`src/rtl/sram_bus_arbiter.sv`:
```
// sram_bus_arbiter
//   Shares one sram-like memory port between the core's inst and data sram
//   interfaces. Address phase uses req/addr_ok and response phase uses
//   data_ok/rdata. The downstream slave answers strictly in issue order, so a
//   small owner FIFO records who issued each accepted request. Each response
//   is then routed back to the requester that owns it.
//
// Ports
//   clk, reset           clock; asynchronous active-high reset
//   inst_sram_*          inst requester: req/wr/size/wstrb/addr/wdata in,
//                        addr_ok/data_ok/rdata out
//   data_sram_*          data requester, same set of signals as inst
//   mem_*                shared downstream port: req/wr/size/wstrb/addr/wdata
//                        out, addr_ok/data_ok/rdata in
//   outst_cnt            number of accepted requests still waiting for data_ok
//   err_spurious         sticky flag: mem_data_ok arrived with no request outstanding
module sram_bus_arbiter #(
  parameter int unsigned OUTST_DEPTH = 4,
  parameter int unsigned CNT_W       = 3
) (
  input  logic             clk,
  input  logic             reset,

  input  logic             inst_sram_req,
  input  logic             inst_sram_wr,
  input  logic [1:0]       inst_sram_size,
  input  logic [3:0]       inst_sram_wstrb,
  input  logic [31:0]      inst_sram_addr,
  input  logic [31:0]      inst_sram_wdata,
  output logic             inst_sram_addr_ok,
  output logic             inst_sram_data_ok,
  output logic [31:0]      inst_sram_rdata,

  input  logic             data_sram_req,
  input  logic             data_sram_wr,
  input  logic [1:0]       data_sram_size,
  input  logic [3:0]       data_sram_wstrb,
  input  logic [31:0]      data_sram_addr,
  input  logic [31:0]      data_sram_wdata,
  output logic             data_sram_addr_ok,
  output logic             data_sram_data_ok,
  output logic [31:0]      data_sram_rdata,

  output logic             mem_req,
  output logic             mem_wr,
  output logic [1:0]       mem_size,
  output logic [3:0]       mem_wstrb,
  output logic [31:0]      mem_addr,
  output logic [31:0]      mem_wdata,
  input  logic             mem_addr_ok,
  input  logic             mem_data_ok,
  input  logic [31:0]      mem_rdata,

  output logic [CNT_W-1:0] outst_cnt,
  output logic             err_spurious
);

  localparam int unsigned PTR_W = (OUTST_DEPTH > 1) ? $clog2(OUTST_DEPTH) : 1;

  // The lock flag and lock owner are folded into one state. ARB_FREE means
  // no lock is held. The two HOLD states pin the grant to one requester until
  // the slave accepts that requester's pending request.
  typedef enum logic [1:0] {
    ARB_FREE,
    ARB_HOLD_INST,
    ARB_HOLD_DATA
  } arb_state_e;

  arb_state_e             state_q, state_d;
  logic [OUTST_DEPTH-1:0] owner_q, owner_d;   // 1 = data, 0 = inst
  logic [PTR_W-1:0]       head_q, head_d;
  logic [PTR_W-1:0]       tail_q, tail_d;
  logic [CNT_W-1:0]       cnt_q, cnt_d;
  logic                   err_q, err_d;

  logic grant_data;
  logic granted_req;
  logic full;
  logic empty;
  logic push;
  logic pop;
  logic head_owner;

  // Grant selection and datapath mux
  always_comb begin
    unique case (state_q)
      ARB_HOLD_INST: grant_data = 1'b0;
      ARB_HOLD_DATA: grant_data = 1'b1;
      default:       grant_data = data_sram_req;
    endcase

    granted_req = grant_data ? data_sram_req : inst_sram_req;
    full        = (cnt_q == CNT_W'(OUTST_DEPTH));
    empty       = (cnt_q == '0);

    // full is taken from the registered count. A pop in the same cycle
    // therefore does not reopen issue until the next cycle. This also keeps
    // any combinational path from mem_data_ok to mem_req out of the design.
    mem_req   = granted_req & ~full & ~reset;
    mem_wr    = grant_data ? data_sram_wr    : inst_sram_wr;
    mem_size  = grant_data ? data_sram_size  : inst_sram_size;
    mem_wstrb = grant_data ? data_sram_wstrb : inst_sram_wstrb;
    mem_addr  = grant_data ? data_sram_addr  : inst_sram_addr;
    mem_wdata = grant_data ? data_sram_wdata : inst_sram_wdata;

    push = mem_req & mem_addr_ok;
    pop  = mem_data_ok & ~empty & ~reset;

    head_owner = owner_q[head_q];

    inst_sram_addr_ok = push & ~grant_data;
    data_sram_addr_ok = push &  grant_data;
    inst_sram_data_ok = pop  & ~head_owner;
    data_sram_data_ok = pop  &  head_owner;

    inst_sram_rdata = mem_rdata;
    data_sram_rdata = mem_rdata;

    outst_cnt    = cnt_q;
    err_spurious = err_q;
  end

  // Next-state: lock tracking, owner FIFO, outstanding count, error flag
  always_comb begin
    state_d = state_q;
    owner_d = owner_q;
    head_d  = head_q;
    tail_d  = tail_q;
    cnt_d   = cnt_q;
    err_d   = err_q;

    if (push) begin
      state_d = ARB_FREE;
    end else if (mem_req) begin
      state_d = grant_data ? ARB_HOLD_DATA : ARB_HOLD_INST;
    end

    if (push) begin
      owner_d[tail_q] = grant_data;
      tail_d          = tail_q + PTR_W'(1);
    end
    if (pop) begin
      head_d = head_q + PTR_W'(1);
    end

    unique case ({push, pop})
      2'b10:   cnt_d = cnt_q + CNT_W'(1);
      2'b01:   cnt_d = cnt_q - CNT_W'(1);
      default: cnt_d = cnt_q;
    endcase

    if (mem_data_ok && empty) begin
      err_d = 1'b1;
    end
  end

  always_ff @(posedge clk or posedge reset) begin
    if (reset) begin
      state_q <= ARB_FREE;
      owner_q <= '0;
      head_q  <= '0;
      tail_q  <= '0;
      cnt_q   <= '0;
      err_q   <= 1'b0;
    end else begin
      state_q <= state_d;
      owner_q <= owner_d;
      head_q  <= head_d;
      tail_q  <= tail_d;
      cnt_q   <= cnt_d;
      err_q   <= err_d;
    end
  end

endmodule

```
`config.mk`:
```
export PLATFORM = sky130hd
export DESIGN_NAME = sram_bus_arbiter
export DESIGN_NICKNAME = d
export VERILOG_FILES = /design/src/rtl/sram_bus_arbiter.sv
export SDC_FILE = /design/constraint.sdc
export NUM_CORES = 1
export LEC_CHECK = 0
export BUFFER_PORTS_ARGS = -buffer_cell sky130_fd_sc_hd__buf_2
export CORE_AREA = 2 2 125 127
export CTS_BUF_LIST = sky130_fd_sc_hd__clkbuf_4 sky130_fd_sc_hd__clkbuf_8
export DETAILED_ROUTE_END_ITERATION = 8
export DIE_AREA = 0 0 127 129
export SYNTH_ARGS = -nofsm -noshare
export SYNTH_HDL_FRONTEND = slang
export SYNTH_SLANG_ARGS = --single-unit
```
`constraint.sdc`:
```
create_clock -name clk -period 2.9 [get_ports clk]
set_input_delay 0.435 -clock clk [delete_from_list [all_inputs] [get_ports clk]]
set_output_delay 0.435 -clock clk [all_outputs]
set_load 0.005 [all_outputs]
```
==> out/metrics.yaml, run 1 <==
grt-ovfl-total: 0
hpwl_um: 7840
worst-slew-pin-transition_ns: 0.489
die_area_um2: 16400
slew_violations: 0
layout_commonest_cell: "buf_2"
syn_to_final_growth_pct: 41.2
htreeDepth: 1
clockPowerShare_pct: 6.8
placement.io_buffers: 227
die_w_um: 127
die_y_um: 129
routed_wl_um: 9010
cts_buffers: 3
netlist.area_leader.share_pct: 36.5
ys_seq_area_share_pct: 15.6
p_int_mw: 1.35
mostFrequentLayoutCells: "buf_2 (227), nand2_1 (217), dfrtp_1 (14), inv_1 (9)"
cp-start-kind: "register"
arrival_ns: 2.08
slew_headroom_pct: 67.0
initial_core_util_pct: 15.0
crit_path_max_fanout: 44
syn-mean-instance-area_um2: 6.11
yosysWarnings: 0
ff_latch_area_um2: 350
drv_cap: 0
nets: 712
grt_max_degree: 45
p_leak_nw: 1.99
fin_skew_ns: 0.000598
diodes: 0
cts_resized: 0
synth_cell_types: 35
status: "finished, final reports clean"
clock_sink_count: 14
clock_path_buffers: 2
cts_setup_buffers: 0
power.share.combinational_pct: 79.6
rows: 45
hp-class: "in2async"
multi_input_area_um2: 1310
worst_skew_pair.late_latency_ns: 0.24
vias: 2688
ctsHoldBuffers: 0
crit_type: "reg2out"
synth.top_cells.by_area: "nand2_1 (37%), buf_4 (21%), dfrtp_1 (16%)"
worst_setup_path_end_kind: "primary output"
drtIter0Drc: 107
post-route-period-util_pct: 86.8
post_drt_via_cell_ratio: 3.78
tns_ns: 0
antenna_found_initial: 0
dpl_worst_slack_ns: 0.432
swShare_pct: 50.5
syn_area_um2: 2240
powerDensity_nw_per_um2: 858
ioPinCount: 324
fin_ws_ns: 0.384
core_area_um2: 15000
rsz0062_at_grt: "false"
syn_inst: 367
drt_pre_antenna_iters: 4
place.gp.congestion: 0.740
setup_violations: 0
power.switching_mw: 1.37
critical_path_required_ns: 2.47
tritoncts: "done"
ys_ff_latch: 14
wl_per_cell_um: 12.6
hold_viol_final: 0
grt_pass1_vias: 2261
clkTransAtPathRegs_ns: 0.06
fillCellCount: 1726
ir_drop_v: 0.000356
fmax_mhz: 397
grt_use_total_pct: 9.36
syn-num-nets: 554
final_layout_size_suffix_gt1_share_pct: 48.1
seqPwrFrac_pct: 13.6
post-route-min-period_ns: 2.52
ant_nets: 0
cts-root-buf: "clkbuf_8"
drc: 0
grt_first_pass_wirelength_um: 12000
hold_slack_ns: 0.232
yosys.area.top_type: "nand2_1"
-- cell usage after synthesis --
cell / n
nand2b_4: 1
nor4b_2: 3
nor3_4: 2
buf_4: 64
mux4_2: 1
nor2b_1: 1
mux2i_1: 1
nor4_1: 1
nand3_1: 1
xnor2_1: 3
ha_1: 6
or3b_4: 1
and2b_1: 1
a21oi_4: 1
nand2_1: 218
buf_1: 2
nor2_1: 3
nand2_8: 1
o31ai_1: 1
a21o_1: 1
and2_2: 1
mux2_4: 2
and2_1: 1
dfrtp_1: 14
clkbuf_1: 5
o21ai_0: 2
xor2_1: 3
fa_1: 1
inv_1: 9
mux2_1: 2
buf_2: 9
o2bb2ai_1: 1
nor3b_2: 1
o32ai_1: 1
nor3_1: 2
-- area by class of cell --
cell class | instances | share of cell area, %
Tap cell | 188 | 7.44
Clock buffer | 4 | 1.74
Timing Repair Buffer | 233 | 37.3
Sequential cell | 14 | 11.1
Multi-Input combinational cell | 264 | 41.3
Inverter | 9 | 1.07
-- power groups by stage --
stage          clock, mW  sequential (mW)  combinational [mW]
2_1_floorplan          0            0.358                1.35
3_5_place_dp           0            0.374                2.19
6_report           0.185            0.369                2.16
3_3_place_gp           0            0.372                2.18
4_1_cts            0.194            0.371                2.20
5_1_grt            0.201            0.385                2.44
-- worst max-delay path, stage by stage (launching register included) --
cell      delay [ns]
dfrtp_1         0.38
ha_1            0.37
nand2b_4        0.18
and2_2          0.15
buf_4           0.38
nand2_1         0.10
nand2_1         0.12
buf_2           0.13
-- cell families (layout without fill, tap and decap cells) --
group,Yosys count,after routing,share of synthesized area [%]
and+or+nand+nor,238,238,45.2
buffers and inverters,89,246,26.1
DFF,14,14,15.6
adders and majority gates,7,7,4.24
AOI/OAI and AO/OA,7,7,2.62
xor gates and xnor gates,6,6,2.35
muxes,6,6,3.80
-- through the flow --
step	area (µm²)	total power [mW]	instances	util [%]
6_report	3160	2.72	712	21.1
5_1_grt	3160	3.03	712	21.1
2_1_floorplan	2240	1.71	367	-
3_3_place_gp	3110	2.55	708	20.8
3_5_place_dp	3110	2.57	708	20.8
4_1_cts	3160	2.77	712	21.1
-- sequential cells by signal, summed over array words and instances, names as in the netlist --
name	count
head_q	2
owner_q	4
err_spurious	1
tail_q	2
state_q	2
outst_cnt	3
-- layer usage --
| layer | up-vias | wire length, µm | track usage, % |
|---|---|---|---|
| met5 | - | 0 | 0 |
| met4 | 0 | 39 | 1.16 |
| met3 | 4 | 1280 | 4.16 |
| met2 | 214 | 4380 | 16.5 |
| met1 | 1107 | 3310 | 10.8 |
| li1 | 1363 | - | - |
-- worst paths after layout --
path / startpoint / endpoint / slack, ns / depth (start not counted)
min in group clk: mem_data_ok / err_spurious$_DFFE_PP0P_ / 0.40 / 2
max in group asynchronous: reset / tail_q[1]$_DFFE_PP0P_ / 2.50 / 3
max reg2reg: state_q[1]$_DFFE_PP0P_ / outst_cnt[2]$_DFFE_PP0P_ / 0.42 / 11
max: state_q[1]$_DFFE_PP0P_ / mem_wdata[7] / 0.38 / 7
min: reset / outst_cnt[0]$_DFFE_PP0P_ / 0.23 / 3
min reg2reg: err_spurious$_DFFE_PP0P_ / err_spurious$_DFFE_PP0P_ / 0.47 / 1
(Power assumes the default switching activity.)
==> run 2: changes to the inputs <==
==> constraint.sdc (replaced) <==
create_clock -name clk -period 2.6 [get_ports clk]
set_input_delay 0.39 -clock clk [delete_from_list [all_inputs] [get_ports clk]]
set_output_delay 0.39 -clock clk [all_outputs]
set_load 0.005 [all_outputs]
==> run 2 against run 1 <==
Net effect: cell count rose by 0.56%; first-iteration DRC count rose by 0.93%; combinational power rose by 14%; via count rose by 1.4%; wire length barely moved; clock power rose by 15%; hold slack got worse by 0.052 ns; critical path type unchanged; largest cell class unchanged; highest routed layer unchanged.
==> out/metrics.yaml, run 2 (same netlist as run 1, synthesis figures left out) <==
drtIter0Drc: 108  # was 107
grt_use_total_pct: 9.24  # was 9.36%
place.gp.congestion: 0.729  # was 0.740
cpLargestDelayFamily: "simple AND/OR/NAND/NOR gates"  # unchanged
post-route-min-period_ns: 2.43
top_register: "owner_q"  # unchanged
ir_drop_v: 0.000330  # was 0.000356 V
die_y_um: 129  # unchanged
clock_path_buffers: 2  # unchanged
crit_path_max_fanout: 32  # was 44
worst_setup_path_end_kind: "primary output"  # unchanged
layout_commonest_cell: "buf_2"  # unchanged
drv_cap: 0  # unchanged
slew_headroom_pct: 70.5  # was 67.0%
powerDensity_nw_per_um2: 965  # was 858 nW/µm²
die_area_um2: 16400  # unchanged
ff2ff_setup_slack_ns: 0.21  # was 0.42 ns
crit_type: "reg2out"  # unchanged
nets: 716  # was 712
hpwl_um: 7740  # was 7840 µm
crit_cells: 7  # unchanged
critical_path_required_ns: 2.21  # was 2.47 ns
hold_slack_ns: 0.181  # was 0.232 ns
startpoint: "state_q[1]$_DFFE_PP0P_"  # unchanged
placement.io_buffers: 227  # unchanged
mostFrequentLayoutCells: "buf_2 (227), nand2_1 (217), dfrtp_1 (14), inv_1 (9), buf_4 (9)"  # was buf_2 (227), nand2_1 (217), dfrtp_1 (14), inv_1 (9)
cts_resized: 0  # unchanged
setup_violations: 0  # unchanged
drt_pre_antenna_iters: 4  # unchanged
hp-class: "in2async"  # unchanged
worst_skew_pair.late_latency_ns: 0.24  # about the same
vias: 2726  # was 2688
syn_to_final_growth_pct: 43.0  # was 41.2%
grt_max_degree: 43  # was 45
tns_ns: 0  # unchanged
drc: 0  # unchanged
wl_per_cell_um: 12.6  # about the same
antenna_found_initial: 0  # unchanged
rsz0062_at_grt: "false"  # unchanged
diodes: 0  # unchanged
cp_cell_sequence: "ha_1 > nand2b_4 > and2_2 > buf_4 > nand2_1 > nand2_1 > buf_2"  # unchanged
tritoncts: "done"  # unchanged
reg2regPathDepth: 11  # unchanged
arrival_ns: 2.04  # was 2.08 ns
ctsHoldBuffers: 0  # unchanged
power.total_mw: 3.09  # was 2.72 mW
cp_slowest_cell: "dfrtp_1"  # unchanged
worst-slew-pin-transition_ns: 0.443  # was 0.489 ns
fillCellCount: 1700  # was 1726
initial_core_util_pct: 15.0  # unchanged
hold_viol_final: 0  # unchanged
routed_wl_um: 9000  # was 9010 µm
ioPinCount: 324  # unchanged
post-route-period-util_pct: 93.3
rows: 45  # unchanged
final_layout_size_suffix_gt1_share_pct: 48.5  # was 48.1%
clkTransAtPathRegs_ns: 0.06  # about the same
die_w_um: 127  # unchanged
status: "finished, final reports clean"  # unchanged
endpoint: "mem_wdata[6]"  # was mem_wdata[7]
cpPeakStageDelay_ns: 0.38  # about the same
cts_buffers: 3  # unchanged
p_leak_nw: 2.02  # was 1.99 nW
grt-ovfl-total: 0  # unchanged
cp-start-kind: "register"  # unchanged
ant_nets: 0  # unchanged
path_buf_inv: 2  # unchanged
cts-root-buf: "clkbuf_8"  # unchanged
post_drt_via_cell_ratio: 3.81  # was 3.78
slew_violations: 0  # unchanged
largest_reg_flops: 4  # unchanged
clock_sink_count: 14  # unchanged
cts_setup_buffers: 0  # unchanged
htreeDepth: 1  # unchanged
grt_pass1_vias: 2288  # was 2261
fin_skew_ns: 0.00264  # was 0.000598 ns
r2r-end: "outst_cnt[2]$_DFFE_PP0P_"  # unchanged
cpMostUsedCell: "nand2_1"  # unchanged
grt_first_pass_wirelength_um: 12000  # about the same
r2r_start: "state_q[1]$_DFFE_PP0P_"  # unchanged
core_area_um2: 15000  # unchanged
fmax_mhz: 412
-- run 2: cell types whose count changed in the layout (fill, tap and decap cells not counted) --
| cell | previous run | this run |
|---|---|---|
| buf_12 | 0 | 1 |
| buf_4 | 6 | 9 |
-- run 2: worst reg2reg max path, stage by stage (launching register included) --
cell and delay [ns]:
dfrtp_1 0.38, ha_1 0.35, nand2b_4 0.19, a21oi_4 0.21, nor3_4 0.08, inv_1 0.06, ha_1 0.19, inv_1 0.07
fa_1 0.37, xor2_1 0.15, nor2_1 0.11, xor2_1 0.16
-- run 2: final cells by class --
type | count | area (µm²) | area share [%]
clock buffers | 4 | 55.1 | 1.72
inverters | 9 | 33.8 | 1.05
multi-input cells | 264 | 1310 | 40.8
flip-flops and latches | 14 | 350 | 10.9
well taps | 188 | 235 | 7.34
repair buffers | 237 | 1220 | 38.2
-- run 2: routing by layer --
layer | vias to the layer above | GRT usage [%] | routed length, µm | share of wire [%]
met5 | - | 0 | 0 | 0
met4 | 0 | 1.16 | 19 | 0.21
met3 | 2 | 3.45 | 1200 | 13
met2 | 204 | 16.2 | 4360 | 48
met1 | 1146 | 11.1 | 3420 | 38
li1 | 1374 | - | - | -
-- run 2: how the worst min path moves through the flow --
stage	startpoint	end	slack [ns]
floorplan	reset	err_spurious$_DFFE_PP0P_	0.29
detailed placement	err_spurious$_DFFE_PP0P_	err_spurious$_DFFE_PP0P_	0.44
global route	reset	state_q[1]$_DFFE_PP0P_	0.23
global placement	err_spurious$_DFFE_PP0P_	err_spurious$_DFFE_PP0P_	0.44
CTS	reset	state_q[0]$_DFFE_PP0P_	0.18
finish	reset	state_q[0]$_DFFE_PP0P_	0.18
-- run 2: where the power goes --
| group | switching, mW | total (mW) | internal (mW) |
|---|---|---|---|
| sequential | 0.0804 | 0.407 | 0.327 |
| clock | 0.0793 | 0.213 | 0.134 |
| combinational | 1.39 | 2.47 | 1.08 |
| total | 1.55 | 3.09 | 1.54 |
-- run 2: metrics by stage --
step / setup slack, ns / util, % / instances / instance area, µm²
after global placement: 0.164 / 20.9 / 709 / 3130
after CTS: 0.0905 / 21.3 / 713 / 3180
after global routing: 0.0256 / 21.4 / 716 / 3210
after floorplan: 0.285 / - / 367 / 2240
final: 0.173 / 21.4 / 716 / 3210
after detailed placement: 0.113 / 20.9 / 709 / 3130
==> run 3: changes to the inputs <==
--- a/config.mk
+++ b/config.mk
@@ -10,6 +10,7 @@
 export CTS_BUF_LIST = sky130_fd_sc_hd__clkbuf_4 sky130_fd_sc_hd__clkbuf_8
 export DETAILED_ROUTE_END_ITERATION = 8
 export DIE_AREA = 0 0 127 129
+export PLACE_DENSITY = 0.53
 export SYNTH_ARGS = -nofsm -noshare
 export SYNTH_HDL_FRONTEND = slang
 export SYNTH_SLANG_ARGS = --single-unit
==> run 3 against run 2 <==
Net effect: power down 0.65%; clock skew about the same; combinational power about the same; utilization down 0.21 points; first-iteration DRC count down 6.5%; fmax down 0.36%; largest power group unchanged.
==> out/metrics.yaml, run 3 (same netlist as run 1, synthesis figures left out) <==
htreeDepth: 1  # unchanged
hold_viol_final: 0  # unchanged
worst_setup_path_end_kind: "register"  # was primary output
place.gp.congestion: 0.733  # was 0.729
nets: 712  # was 716
diodes: 0  # unchanged
antenna_found_initial: 0  # unchanged
p_leak_nw: 1.99  # was 2.02 nW
p_int_mw: 1.52  # was 1.54 mW
clock_path_buffers: 2  # unchanged
cp-start-kind: "register"  # unchanged
grt-ovfl-total: 0  # unchanged
grt_max_degree: 42  # was 43
drt_pre_antenna_iters: 4  # unchanged
cts-root-buf: "clkbuf_8"  # unchanged
hpwl_um: 8130  # was 7740 µm
setup_violations: 0  # unchanged
drtIter0Drc: 101  # was 108
rsz0062_at_grt: "false"  # unchanged
power.share.combinational_pct: 81.0  # was 79.9%
fin_skew_ns: 0.00215  # was 0.00264 ns
mostFrequentLayoutCells: "buf_2 (227), nand2_1 (217), dfrtp_1 (14), inv_1 (9), ha_1 (6)"  # was buf_2 (227), nand2_1 (217), dfrtp_1 (14), inv_1 (9), buf_4 (9)
fmax_mhz: 411  # was 412 MHz
top_register: "owner_q"  # unchanged
grt_use_total_pct: 10.1  # was 9.24%
cts_resized: 0  # unchanged
die_area_um2: 16400  # unchanged
cts_setup_buffers: 0  # unchanged
powerDensity_nw_per_um2: 968  # was 965 nW/µm²
cts_buffers: 3  # unchanged
fillCellCount: 1740  # was 1700
core_area_um2: 15000  # unchanged
dpl_worst_slack_ns: 0.172  # was 0.113 ns
grt_first_pass_wirelength_um: 12700  # was 12000 µm
placement.io_buffers: 227  # unchanged
power.total_mw: 3.07  # was 3.09 mW
drc: 0  # unchanged
grt_pass1_vias: 2284  # was 2288
ioPinCount: 324  # unchanged
crit_path_max_fanout: 7  # was 32
dp_cells: 708  # was 709
seqPwrFrac_pct: 13.3  # was 13.2%
power.switching_mw: 1.55  # about the same
post-route-period-util_pct: 93.7  # was 93.3%
largest_reg_flops: 4  # unchanged
layout_commonest_cell: "buf_2"  # unchanged
wl_per_cell_um: 13.2  # was 12.6 µm
tritoncts: "done"  # unchanged
post-route-min-period_ns: 2.44  # was 2.43 ns
final_layout_size_suffix_gt1_share_pct: 48.0  # was 48.5%
syn_to_final_growth_pct: 41.7  # was 43.0%
status: "finished, final reports clean"  # unchanged
fin_ws_ns: 0.164  # was 0.173 ns
initial_core_util_pct: 15.0  # unchanged
clock_sink_count: 14  # unchanged
ctsHoldBuffers: 0  # unchanged
tns_ns: 0  # unchanged
routed_wl_um: 9370  # was 9000 µm
rows: 45  # unchanged
arrival_ns: 2.61  # was 2.04 ns
clockPowerShare_pct: 5.7  # was 6.9%
worst_skew_pair.late_latency_ns: 0.24  # about the same
critical_path_required_ns: 2.77  # was 2.21 ns
ir_drop_v: 0.000343  # was 0.000330 V
clkTransAtPathRegs_ns: 0.05  # was 0.06 ns
slew_violations: 0  # unchanged
fin_area_um2: 3170  # was 3210 µm²
layout.cells.non_filler: 711  # was 716
post_drt_via_cell_ratio: 3.75  # was 3.81
hp-class: "in2async"  # unchanged
crit_type: "reg2reg"  # was reg2out
place_area_um2: 3130  # about the same
drv_cap: 0  # unchanged
die_w_um: 127  # unchanged
worst-slew-pin-transition_ns: 0.442  # was 0.443 ns
ant_nets: 0  # unchanged
slew_headroom_pct: 70.2  # was 70.5%
vias: 2669  # was 2726
die_y_um: 129  # unchanged
swShare_pct: 50.4  # was 50.1%
-- run 3: cell count changes in the layout (fill, tap and decap cells not counted) --
cell / before / now
buf_12: 1 / 2
buf_4: 9 / 4
clkbuf_8: 4 / 3
-- run 3: final cells by class --
| class | count | area [µm²] | area share (%) |
|---|---|---|---|
| multi-input combinational | 264 | 1310 | 41.2 |
| tap | 188 | 235 | 7.41 |
| inverter | 9 | 33.8 | 1.06 |
| sequential | 14 | 350 | 11.0 |
| timing repair buffer | 233 | 1210 | 38.0 |
| clock buffer | 3 | 41.3 | 1.30 |
-- run 3: worst paths after layout --
kind | start | endpoint | slack (ns) | cells past startpoint
max | state_q[0]$_DFFE_PP0P_ | outst_cnt[2]$_DFFE_PP0P_ | 0.16 | 12
min | reset | head_q[0]$_DFFE_PP0P_ | 0.18 | 3
max reg2reg | state_q[0]$_DFFE_PP0P_ | outst_cnt[2]$_DFFE_PP0P_ | 0.16 | 12
min reg2reg | err_spurious$_DFFE_PP0P_ | err_spurious$_DFFE_PP0P_ | 0.48 | 1
max in group asynchronous | reset | tail_q[0]$_DFFE_PP0P_ | 2.26 | 3
min in group clk | mem_data_ok | err_spurious$_DFFE_PP0P_ | 0.36 | 2
-- run 3: worst max-delay path: stages, from the launching register on --
cell	delay, ns
dfrtp_1	0.32
inv_1	0.05
ha_1	0.35
nand2b_4	0.19
a21oi_4	0.29
nor3_4	0.10
inv_1	0.07
ha_1	0.17
inv_1	0.06
fa_1	0.37
xor2_1	0.15
nor2_1	0.11
xor2_1	0.14
-- run 3: power by group through the flow --
stage / Sequential, mW / Combinational (mW) / Clock, mW
floorplan: 0.400 / 1.51 / 0
global placement: 0.412 / 2.57 / 0
detailed placement: 0.415 / 2.57 / 0
CTS: 0.412 / 2.58 / 0.182
global route: 0.427 / 2.86 / 0.194
finish: 0.409 / 2.49 / 0.174
-- run 3: metrics by stage --
stage	hold WS (ns)	util, %
2_1_floorplan	0.287	-
3_3_place_gp	0.447	20.9
3_5_place_dp	0.446	20.9
4_1_cts	0.180	21.2
5_1_grt	0.200	21.2
6_report	0.177	21.2
-- run 3: routing by layer --
metal  GRT usage, %  up-vias  share of wire (%)
li1               -     1364                  -
met1           11.2     1096                 36
met2           15.8      195                 44
met3           7.61       14                 19
met4           1.75        0               0.87
met5              0        -                  0
